### config.mk
export PLATFORM = sky130hd
export DESIGN_NAME = bus_datapath
export DESIGN_NICKNAME = d
export VERILOG_FILES = /design/src/rtl/bus_datapath_pkg.sv /design/src/rtl/bus_datapath_memport.sv /design/src/rtl/bus_datapath.sv
export SDC_FILE = /design/constraint.sdc
export NUM_CORES = 1
export LEC_CHECK = 0
export BUFFER_PORTS_ARGS = -buffer_cell sky130_fd_sc_hd__buf_2
export CORE_MARGIN = 3
export CORE_UTILIZATION = 62
export CTS_CLUSTER_SIZE = 14
export DETAILED_ROUTE_END_ITERATION = 8
export GPL_TIMING_DRIVEN = 0
export HOLD_SLACK_MARGIN = 0.03
export PLACE_DENSITY = 0.83
export SYNTH_ARGS = -nofsm -noshare
export SYNTH_HDL_FRONTEND = slang
export SYNTH_SLANG_ARGS = --single-unit
export TNS_END_PERCENT = 50
### constraint.sdc
create_clock -name clk -period 4.8 [get_ports clk]
set_input_delay 0.24 -clock clk [delete_from_list [all_inputs] [get_ports clk]]
set_output_delay 0.24 -clock clk [all_outputs]
set_load 0.1 [all_outputs]
### src/rtl/bus_datapath_pkg.sv
// Shared encodings for bus_datapath: bus source codes, load bit indices,
// ALU op codes and the memory FSM state type.
package bus_datapath_pkg;

    localparam logic [2:0] SelAr  = 3'b000;
    localparam logic [2:0] SelIr  = 3'b001;
    localparam logic [2:0] SelPc  = 3'b010;
    localparam logic [2:0] SelDr  = 3'b011;
    localparam logic [2:0] SelAc  = 3'b100;
    localparam logic [2:0] SelMdr = 3'b101;

    localparam int unsigned LdAr = 0;
    localparam int unsigned LdIr = 1;
    localparam int unsigned LdPc = 2;
    localparam int unsigned LdDr = 3;
    localparam int unsigned LdAc = 4;

    localparam logic [2:0] AluNone = 3'b000;
    localparam logic [2:0] AluAdd  = 3'b001;
    localparam logic [2:0] AluAnd  = 3'b010;
    localparam logic [2:0] AluNot  = 3'b011;
    localparam logic [2:0] AluShl  = 3'b100;
    localparam logic [2:0] AluShr  = 3'b101;
    localparam logic [2:0] AluClr  = 3'b110;

    typedef enum logic [1:0] {
        StIdle   = 2'b00,
        StRdWait = 2'b01,
        StWrWait = 2'b10
    } mem_state_e;

endpackage

### src/rtl/bus_datapath_memport.sv
// Memory port FSM: latches address/write data on a command, holds mem_req until
// mem_ack or until the wait counter expires.
module bus_datapath_memport
    import bus_datapath_pkg::*;
#(
    parameter int unsigned DATA_W  = 16,
    parameter int unsigned ADDR_W  = 8,
    parameter int unsigned TIMEOUT = 15
) (
    input  logic              clk,
    input  logic              rst,
    input  logic              mem_rd,
    input  logic              mem_wr,
    input  logic [ADDR_W-1:0] ar_i,
    input  logic [DATA_W-1:0] bus_i,
    input  logic              mem_ack,
    output logic              mem_req,
    output logic              mem_we,
    output logic [ADDR_W-1:0] mem_addr,
    output logic [DATA_W-1:0] mem_wdata,
    output logic              busy,
    output logic              rd_done_o,
    output logic              timeout_o
);

    localparam int unsigned CntW = $clog2(TIMEOUT + 1);
    localparam logic [CntW-1:0] CntLast = CntW'(TIMEOUT - 1);

    mem_state_e        state_q;
    logic [CntW-1:0]   cnt_q;
    logic              req_q;
    logic              we_q;
    logic [ADDR_W-1:0] addr_q;
    logic [DATA_W-1:0] wdata_q;
    logic              waiting;

    assign waiting   = (state_q != StIdle);
    assign rd_done_o = (state_q == StRdWait) && mem_ack;
    // Ack on the final wait cycle still counts as a completed transfer.
    assign timeout_o = waiting && !mem_ack && (cnt_q == CntLast);

    always_ff @(posedge clk or posedge rst) begin
        if (rst) begin
            state_q <= StIdle;
            cnt_q   <= '0;
            req_q   <= 1'b0;
            we_q    <= 1'b0;
            addr_q  <= '0;
            wdata_q <= '0;
        end else begin
            case (state_q)
                StIdle: begin
                    cnt_q <= '0;
                    if (mem_wr) begin
                        state_q <= StWrWait;
                        req_q   <= 1'b1;
                        we_q    <= 1'b1;
                        addr_q  <= ar_i;
                        wdata_q <= bus_i;
                    end else if (mem_rd) begin
                        state_q <= StRdWait;
                        req_q   <= 1'b1;
                        we_q    <= 1'b0;
                        addr_q  <= ar_i;
                    end
                end
                StRdWait, StWrWait: begin
                    if (mem_ack || (cnt_q == CntLast)) begin
                        state_q <= StIdle;
                        req_q   <= 1'b0;
                        we_q    <= 1'b0;
                        cnt_q   <= '0;
                    end else begin
                        cnt_q <= cnt_q + CntW'(1);
                    end
                end
                default: begin
                    state_q <= StIdle;
                    req_q   <= 1'b0;
                    we_q    <= 1'b0;
                    cnt_q   <= '0;
                end
            endcase
        end
    end

    assign mem_req   = req_q;
    assign mem_we    = we_q;
    assign mem_addr  = addr_q;
    assign mem_wdata = wdata_q;
    assign busy      = req_q;

endmodule

### src/rtl/bus_datapath.sv
// Register file and shared bus with a memory port. Optional AC ALU is enabled
// by defining BUS_DATAPATH_ALU_EN.
module bus_datapath
    import bus_datapath_pkg::*;
#(
    parameter int unsigned DATA_W  = 16,
    parameter int unsigned ADDR_W  = 8,
    parameter int unsigned TIMEOUT = 15
) (
    input  logic              clk,
    input  logic              rst,
    input  logic [2:0]        sel,
    input  logic [4:0]        load,
    input  logic [1:0]        inc,
    input  logic              mem_rd,
    input  logic              mem_wr,
    input  logic [2:0]        alu_op,
    output logic              mem_req,
    output logic              mem_we,
    output logic [ADDR_W-1:0] mem_addr,
    output logic [DATA_W-1:0] mem_wdata,
    input  logic [DATA_W-1:0] mem_rdata,
    input  logic              mem_ack,
    output logic              busy,
    output logic [1:0]        err
);

    logic [ADDR_W-1:0] ar_q, ar_d, pc_q, pc_d;
    logic [DATA_W-1:0] ir_q, ir_d, dr_q, dr_d, ac_q, ac_d, mdr_q, mdr_d;
    logic [1:0]        err_q, err_d;
    logic [DATA_W-1:0] bus;
    logic              load_ok;
    logic              rd_done;
    logic              timeout;

    always_comb begin
        bus = '0;
        case (sel)
            SelAr:   bus = DATA_W'(ar_q);
            SelIr:   bus = ir_q;
            SelPc:   bus = DATA_W'(pc_q);
            SelDr:   bus = dr_q;
            SelAc:   bus = ac_q;
            SelMdr:  bus = mdr_q;
            default: bus = '0;
        endcase
    end

    assign load_ok = $onehot0(load);

    always_comb begin
        ar_d  = ar_q;
        pc_d  = pc_q;
        ir_d  = ir_q;
        dr_d  = dr_q;
        ac_d  = ac_q;
        mdr_d = rd_done ? mem_rdata : mdr_q;
        err_d = err_q | {timeout, !load_ok};

        if (inc[1]) ar_d = ar_q + ADDR_W'(1);
        if (inc[0]) pc_d = pc_q + ADDR_W'(1);
`ifdef BUS_DATAPATH_ALU_EN
        case (alu_op)
            AluAdd:  ac_d = ac_q + dr_q;
            AluAnd:  ac_d = ac_q & dr_q;
            AluNot:  ac_d = ~ac_q;
            AluShl:  ac_d = ac_q << 1;
            AluShr:  ac_d = ac_q >> 1;
            AluClr:  ac_d = '0;
            default: ac_d = ac_q;
        endcase
`endif
        // Bus loads override inc and ALU results on the same register.
        if (load_ok) begin
            if (load[LdAr]) ar_d = bus[ADDR_W-1:0];
            if (load[LdIr]) ir_d = bus;
            if (load[LdPc]) pc_d = bus[ADDR_W-1:0];
            if (load[LdDr]) dr_d = bus;
            if (load[LdAc]) ac_d = bus;
        end
    end

`ifndef BUS_DATAPATH_ALU_EN
    logic unused_alu_op;
    assign unused_alu_op = ^alu_op;
`endif

    always_ff @(posedge clk or posedge rst) begin
        if (rst) begin
            ar_q  <= '0;
            pc_q  <= '0;
            ir_q  <= '0;
            dr_q  <= '0;
            ac_q  <= '0;
            mdr_q <= '0;
            err_q <= '0;
        end else begin
            ar_q  <= ar_d;
            pc_q  <= pc_d;
            ir_q  <= ir_d;
            dr_q  <= dr_d;
            ac_q  <= ac_d;
            mdr_q <= mdr_d;
            err_q <= err_d;
        end
    end

    assign err = err_q;

    bus_datapath_memport #(
        .DATA_W  (DATA_W),
        .ADDR_W  (ADDR_W),
        .TIMEOUT (TIMEOUT)
    ) u_memport (
        .clk       (clk),
        .rst       (rst),
        .mem_rd    (mem_rd),
        .mem_wr    (mem_wr),
        .ar_i      (ar_q),
        .bus_i     (bus),
        .mem_ack   (mem_ack),
        .mem_req   (mem_req),
        .mem_we    (mem_we),
        .mem_addr  (mem_addr),
        .mem_wdata (mem_wdata),
        .busy      (busy),
        .rd_done_o (rd_done),
        .timeout_o (timeout)
    );

endmodule

After elaboration in Yosys (flattened, before gate mapping)
Cells that the tools add are included.

word-level totals
  bits in registers = 114
  input port bits = 34
  output and inout port bits = 29
  logic and storage cells = 71

cells by class
  add/subtract/negate cells = 7
  magnitude comparators = 1
  equality and inequality tests = 10
  multiplexer cells = 22
  bitwise gates (word level) = 1
  reductions and logical operators = 17

operator list
  cell                                                  count
  one-hot mux 16 bit (6 select lines)                   1
  2-to-1 mux 8 bit                                      8
  adder 8 x 1 -> 8 bit (second input constant)          2
  AND reduction 2 bit                                   6
  2-to-1 mux 4 bit                                      2
  == test 3 x 2 -> 1 bit (second input constant)        2
  == test 3 bit (second input constant)                 2
  2-to-1 mux 2 bit                                      3
  2-to-1 mux 1 bit                                      5
  adder 1 x 1 -> 2 bit                                  2
  adder 4 x 1 -> 4 bit (second input constant)          1
  == test 4 bit (second input constant)                 1
  one-hot mux 1 bit (2 select lines)                    2
  one-hot mux 2 bit (2 select lines)                    1
  nonzero test 2 bit                                    2
  adder 2 x 2 -> 3 bit                                  1
  adder 3 x 1 -> 3 bit                                  1
  == test 3 x 1 -> 1 bit (second input constant)        1
  <= comparator 3 x 1 -> 1 bit (second input constant)  1
  logical AND 1 bit                                     3
  zero test 3 bit                                       1
  inequality test 3 bit (second input constant)         1
  == test 2 x 1 -> 1 bit (second input constant)        1
  == test 2 bit (second input constant)                 1
  other kinds (6)                                       7

Logic depth before layout (Yosys ltp)
Gate-level depths: netlist of the first run.

  word-level depth = 6
  mapped depth = 10
  mapped depth without buffers = 8

By module
A second synthesis of the first run with hierarchy kept.

second synthesis, totals
  cell total of the unflattened synthesis = 478
  area, all modules = 5506.5 sq um

modules (own cells, without submodules)
  module                times used  cells each  area each (sq um)  seq. area each (sq um)
  bus_datapath          1           389         4195.3             2052.0
  bus_datapath_memport  1           89          1311.3             775.7

Least setup slack after synthesis of the first run
Ideal clock, no wire load.

  path kind = reg2reg
  start = reg u_memport.mem_we (netlist name)
  end = reg mdr_q[0]
  library setup time = 0.125 ns
  data arrival time = 2.257 ns
  data required time = 4.675 ns
  setup slack = 2.419 ns
  stages on the path, launching flop included = 6
  path buffers = 1
  period minus slack after synthesis = 2.381 ns
  path through = dfrtp_1 > inv_1 > ha_1 > nand2_1 > clkbuf_1 > mux2_2

RTL lines
  what                    RTL line             RTL
  end signal: assignment  bus_datapath.sv:103  mdr_q <= mdr_d;
  end: declaration        bus_datapath.sv:29   logic [DATA_W-1:0] ir_q, ir_d, dr_q, dr_d, ac_q, ac_d, mdr_q, mdr_d;

Final worst setup path of the first run
  start = in load[0]
  end = reg ac_q[5]

on the way
  word-level cells in the longest chain between the ends = 5

ends and longest elaborated chain
  what                                                RTL line             RTL
  start: declaration                                  bus_datapath.sv:13   input logic [4:0] load,
  adder 1 x 1 -> 2 bit (implied by the code)          bus_datapath.sv:49   assign load_ok = $onehot0(load);
  adder 2 x 2 -> 3 bit (implied by the code)          bus_datapath.sv:49
  adder 3 x 1 -> 3 bit (implied by the code)          bus_datapath.sv:49
  <= comparator 3 x 1 -> 1 bit (implied by the code)  bus_datapath.sv:49
  AND reduction 2 bit (no source line)                n/a
  end signal: assignment                              bus_datapath.sv:94   ac_q <= '0;
  end signal: assignment                              bus_datapath.sv:102  ac_q <= ac_d;
  end: declaration                                    bus_datapath.sv:29

Every way passes these cells.
A chain may end at the register's enable or synchronous reset.

==> results of run 1 <==
## cell families after synthesis
kind of cell | share of synthesized area
flops | 0.543
fa+ha+maj | 0.0207
mux | 0.140
xor+xnor | 0.0252
buf+inv | 0.0382
compound gates | 0.124
simple gates | 0.110
## power by group
part,internal [mW],switching (mW),total (mW),leakage [nW]
clock,0.870,0.455,1.32,0.300
combinational,0.533,1.26,1.80,1.34
sequential,1.35,0.310,1.66,1.36
total,2.75,2.03,4.78,2.99
## Yosys cell counts (2+ instances only)
library cell,instances,share of area
dfrtp_1,113,0.54
a21oi_1,65,0.062
nor2_1,56,0.040
mux2_2,34,0.074
nand2_1,23,0.017
mux2i_1,22,0.042
inv_1,20,0.014
clkbuf_1,17,0.012
o21ai_0,15,0.014
xor2_1,9,0.015
o32ai_1,8,0.013
ha_1,7,0.017
nand3_1,6,0.0058
nand4_1,6,0.0072
xnor2_1,6,0.010
and4_1,5,0.0084
mux2_4,5,0.014
nor3_1,5,0.0048
a32o_1,4,0.0077
buf_4,4,0.0058
o2bb2ai_1,4,0.0067
and3_1,3,0.0036
buf_2,3,0.0029
nand2b_1,3,0.0036
nand3b_1,3,0.0043
nor2_2,3,0.0036
and2b_1,2,0.0029
nor2b_1,2,0.0024
o22ai_1,2,0.0024
## final cells by class
type,instances,area share
clock buffers,19,0.0682
multi-input cells,313,0.337
plain buffers,26,0.0191
repair buffers,78,0.0785
flip-flops and latches,113,0.437
well taps,102,0.0197
inverters,20,0.0120
clock inverters,13,0.0284
## metrics by stage
step | cells | setup slack, ns | hold WS (ns) | util
floorplan | 472 | 1.57 | 0.337 | -
CTS | 684 | 2.40 | 0.0458 | 0.816
global placement | 632 | 0.466 | 0.442 | 0.710
global route | 684 | 2.20 | 0.0950 | 0.816
finish | 684 | 2.27 | 0.0606 | 0.816
detailed placement | 633 | 1.92 | 0.302 | 0.714
## critical path: stages
cell and delay (ns):
buf_2 0.10, inv_1 0.06, fa_1 0.53, inv_1 0.04, ha_1 0.27, nand2_1 0.15
and4_1 0.29, clkbuf_1 0.54, clkbuf_1 0.51, a21oi_1 0.16
## sequential cells by signal (all words and copies together) (netlist names), 2 cells and up
name / cells
ac_q: 16
ar_q: 8
dr_q: 16
err: 2
ir_q: 16
mdr_q: 16
pc_q: 8
u_memport.cnt_q: 4
u_memport.mem_addr: 8
u_memport.mem_wdata: 16
## final timing paths
path	from	endpoint	slack, ns	cells after the start
hold / removal	mem_rd	u_memport.state_q[0]$_DFFE_PP0P_	0.06	3
setup / recovery	load[0]	ac_q[5]$_DFFE_PP0P_	2.27	10
setup reg to reg	u_memport.mem_we$_DFFE_PP0P_	mdr_q[2]$_DFFE_PP0P_	2.86	5
min in group asynchronous	rst	ar_q[3]$_DFF_PP0_	0.31	3
hold reg to reg	err[1]$_DFF_PP0_	err[1]$_DFF_PP0_	0.47	2
max in group asynchronous	rst	ir_q[5]$_DFFE_PP0P_	3.77	4
## timing repair
action / CTS / global route
gates resized for setup: 0 / 0
hold buffers: 19 / 0
buffers inserted: 0 / 0
hold endpoints to repair: 54 / 0
## cells in the final DEF (no fill, tap or decap), drive strengths merged, types with 6 or more instances in the layout
cell type,n
o32ai,8
inv,21
dfrtp,113
nand2,23
o21ai,15
ha,7
a21oi,65
nand4,6
mux2,39
xnor2,6
nand3,6
xor2,9
buf,68
dlygate4sd3,19
mux2i,22
nor2,59
clkbuf,36
## layer usage
metal / wire [µm] / vias to the layer above / part of all wire / GRT usage
li1: - / 1860 / - / -
met1: 5420 / 2101 / 0.40 / 0.382
met2: 6560 / 252 / 0.49 / 0.473
met3: 1110 / 44 / 0.083 / 0.0883
met4: 363 / 0 / 0.027 / 0.132
met5: 0 / - / 0 / 0
==> flow_summary_export.csv, run 1 <==
group,metric,value,unit
sta,tightest_slew,0.678,ns
detailed_routing,detail_route.iter0.violations,371,
sta,hold_viol_final,0,
power,p_leak,2.99,nW
sta,rsz0062_at_grt,"false",
final_layout,seqCellArea,2830,µm²
worst_setup_path,required,5.17,ns
floorplanning,core-area,7930,µm²
placed_design,placed_area,5660,µm²
detailed_routing,dr.pass1.iters,7,
job,drv_cap,0,
worst_setup_path,cp.arrival,2.89,ns
detailed_routing,drc,0,
final_layout,fillers,430,
clocking,clock_latency,0.52,ns
global_route,grt_pass1_wl,22.2,mm
logic_synthesis,yosysUniqueCellTypes,46,
clocking,root_buffer,"clkbuf_8",
power,peakVddDrop,0.460,mV
sta,maxSlewHeadroom,0.548,
final_layout,area_growth,24.3,%
final_layout,multi_input_area,2180,µm²
global_route,grt_pass1_vias,4422,
global_route,globalRouteTotalUtil,0.299,
detailed_routing,vias,4257,
global_route,antenna_found_initial,0,
logic_synthesis,async_flop_share,1.00,
floorplanning,io-pin-count,63,
run_status,status,"completed",
final_layout,drive_gt1_frac,0.253,
power,p_total,4.78,mW
logic_synthesis,ys_warn_count,0,
sta,finalCritPeriodShare,0.526,
worst_setup_path,cp_max_fo,10,
logic_synthesis,ys.flop_type,"dfrtp_1",
logic_synthesis,synth-edff-count,0,
placed_design,portBuffers,58,
global_route,gr-total-overflow,0,
sta,period_minus_slack,2.53,ns
placed_design,gp_congestion,0.891,
logic_synthesis,syn_area,5210,µm²
logic_synthesis,ys_seq_area_frac,0.543,
sta,fin_setup_tns,0,ns
clocking,clock_path_buffers,2,
logic_synthesis,syn_nets,514,
clocking,cts_buffers,17,
detailed_routing,finalWirelength,13.5,mm
power,p_per_area,738,nW/µm²
final_layout,fin_area,6470,µm²
worst_setup_path,start_kind,"input pin",
detailed_routing,via_per_inst,6.22,
sta,finalSetupViolCount,0,
worst_setup_path,worstSetupEndpointType,"register",
clocking,cts_tree,"yes",
floorplanning,start_util,0.657,
clocking,ctsHtreeMaxLevel,4,
logic_synthesis,syn_area_per_cell,11.0,µm²
detailed_routing,ant_nets,0,
sta,clock.fmax,396,MHz
clocking,cts.sinks,113,
floorplanning,num_rows,32,
detailed_routing,wl_per_cell,19.7,µm
final_layout,antenna_cells,0,
floorplanning,die-height,97.7,µm
sta,final.setup_skew,0.00760,ns
global_route,grt_start_max_net_pins,78,
logic_synthesis,ys_ff_latch,113,
placed_design,hpwl,8.34,mm
logic_synthesis,syn_inst,472,
sta,slew_violations,0,
floorplanning,die_w,97.7,µm
worst_setup_path,critical_path_class,"in2reg",
floorplanning,dieArea,9540,µm²
clocking,clk_pin_slew,0.06,ns
final_layout,fin_nets,611,
min_path,hp-class,"in2reg",
Note: power is estimated with default switching activity, not from simulation.
==> run 2: changes to the inputs <==
--- a/config.mk
+++ b/config.mk
@@ -7,12 +7,12 @@
 export LEC_CHECK = 0
 export BUFFER_PORTS_ARGS = -buffer_cell sky130_fd_sc_hd__buf_2
 export CORE_MARGIN = 3
-export CORE_UTILIZATION = 62
+export CORE_UTILIZATION = 58
 export CTS_CLUSTER_SIZE = 14
 export DETAILED_ROUTE_END_ITERATION = 8
 export GPL_TIMING_DRIVEN = 0
 export HOLD_SLACK_MARGIN = 0.03
-export PLACE_DENSITY = 0.83
+export PLACE_DENSITY = 0.79
 export SYNTH_ARGS = -nofsm -noshare
 export SYNTH_HDL_FRONTEND = slang
 export SYNTH_SLANG_ARGS = --single-unit
==> constraint.sdc (replaced) <==
create_clock -name clk -period 2.6 [get_ports clk]
set_input_delay 0.13 -clock clk [delete_from_list [all_inputs] [get_ports clk]]
set_output_delay 0.13 -clock clk [all_outputs]
set_load 0.1 [all_outputs]
==> flow_summary_export.csv, run 2 (synthesis results as in run 1) <==
group,metric,value,unit
worst_setup_path,required,2.96,ns
worst_setup_path,cp_max_fo,10,
detailed_routing,dr.pass1.iters,5,
power,p_int,5.01,mW
final_layout,fin_nets,616,
job,drv_cap,0,
detailed_routing,detail_route.iter0.violations,379,
clocking,cts.sinks,113,
worst_setup_path,worstSetupStartpoint,"load[0]",
global_route,gr-total-overflow,0,
final_layout,fin_cells,692,
worst_setup_path,crit-reg2reg-launch,"u_memport.mem_we$_DFFE_PP0P_",
global_route,globalRouteTotalUtil,0.280,
sta,worst_slack,0.222,ns
sta,period_minus_slack,2.38,ns
floorplanning,dieArea,10200,µm²
worst_setup_path,critical_path_class,"in2reg",
floorplanning,io-pin-count,63,
worst_setup_path,cp.arrival,2.74,ns
placed_design,placed_area,5690,µm²
final_layout,fillers,544,
sta,final.setup_skew,0.00840,ns
floorplanning,num_rows,33,
final_layout,final_common_cell,"dfrtp_1",
power,p_sw,3.64,mW
worst_setup_path,worstSetupEndpointType,"register",
final_layout,final_cell_mix,"113 x dfrtp_1, 65 x a21oi_1, 61 x buf_2, 56 x nor2_1, 34 x mux2_2",
final_layout,seqCellArea,2830,µm²
placed_design,portBuffers,58,
sta,hold_viol_final,0,
clocking,ctsHtreeMaxLevel,4,
sta,slew_violations,0,
global_route,grt_pass1_vias,4206,
global_route,grt_start_max_net_pins,37,
power,p_seq_frac,0.350,
clocking,clk_pin_slew,0.06,ns
sta,holdWs,0.0663,ns
final_layout,multi_input_area,2180,µm²
detailed_routing,via_per_inst,6.07,
detailed_routing,vias,4203,
detailed_routing,ant_nets,0,
power,swShare,0.421,
floorplanning,die-height,101,µm
placed_design,hpwl,8.65,mm
clocking,clock_latency,0.52,ns
sta,finalSetupViolCount,0,
power,peakVddDrop,0.856,mV
sta,clock.fmax,421,MHz
detailed_routing,drc,0,
sta,maxSlewHeadroom,0.483,
placed_design,placed_cells,638,
final_layout,fin_area,6510,µm²
clocking,cts_tree,"yes",
floorplanning,start_util,0.615,
floorplanning,die_w,101,µm
final_layout,fin_util,0.769,
floorplanning,core-area,8460,µm²
sta,fin_setup_tns,0,ns
clocking,root_buffer,"clkbuf_8",
sta,tightest_slew,0.776,ns
power,p_total,8.65,mW
clocking,cts_buffers,17,
worst_setup_path,start_kind,"input pin",
global_route,grt_pass1_wl,21.5,mm
run_status,status,"completed",
power,p_leak,3.00,nW
final_layout,drive_gt1_frac,0.250,
power,p_per_area,1330,nW/µm²
placed_design,gp_congestion,0.836,
placed_design,dp_slack,-0.191,ns
clocking,post_cts_resized,0,
clocking,clock_path_buffers,2,
final_layout,antenna_cells,0,
detailed_routing,wl_per_cell,19.3,µm
min_path,min_from,"inc[1]",
global_route,antenna_found_initial,0,
min_path,hp-class,"in2reg",
power,power_frac_comb,0.382,
detailed_routing,finalWirelength,13.4,mm
sta,finalCritPeriodShare,0.915,
power,clkPwrFrac,0.267,
sta,rsz0062_at_grt,"false",
final_layout,area_growth,25.0,%
[run 2: power by group through the flow]
| stage | sequential [mW] | clock (mW) | combinational (mW) |
|---|---|---|---|
| after global placement | 2.97 | 0 | 3.14 |
| after CTS | 3.01 | 2.32 | 3.31 |
| after detailed placement | 3.02 | 0 | 3.24 |
| final | 3.03 | 2.31 | 3.31 |
| after global routing | 3.11 | 2.42 | 3.53 |
| after floorplan | 4.09 | 0 | 1.45 |
[run 2: repair_timing]
item                      CTS  global route
hold buffers               22             0
setup buffers               0             0
hold endpoints to repair  106             0
[run 2: worst paths after layout]
check                                                 endpoint  slack (ns)  cells after the start
setup / recovery                          ir_q[10]$_DFFE_PP0P_        0.22                     10
hold / removal                               ar_q[0]$_DFF_PP0_        0.07                      3
setup reg to reg                          mdr_q[9]$_DFFE_PP0P_        0.45                      5
hold reg to reg            u_memport.mem_wdata[12]$_DFFE_PP0P_        0.47                      2
max in group asynchronous                    pc_q[5]$_DFF_PP0_        1.67                      5
min in group asynchronous         u_memport.cnt_q[0]$_DFF_PP0_        0.19                      3
[run 2: per-layer routing]
layer	part of all wire	wire, µm	global-route usage
met1	0.40	5310	0.349
met2	0.50	6670	0.462
met3	0.086	1150	0.0865
met4	0.018	239	0.0984
met5	0	0	0
[run 2: worst max-delay path: stages]
cell,delay (ns)
buf_2,0.09
inv_1,0.05
fa_1,0.53
inv_1,0.05
ha_1,0.27
nand2_1,0.15
and4_1,0.31
buf_1,0.46
clkbuf_1,0.52
a21oi_1,0.18
[run 2: cell type report]
type / count / share of cell area
sequential: 113 / 0.434
tap: 105 / 0.0202
multi-input combinational: 313 / 0.335
clock inverter: 10 / 0.0204
inverter: 20 / 0.0121
clock buffer: 22 / 0.0711
buffer: 26 / 0.0190
timing repair buffer: 83 / 0.0876
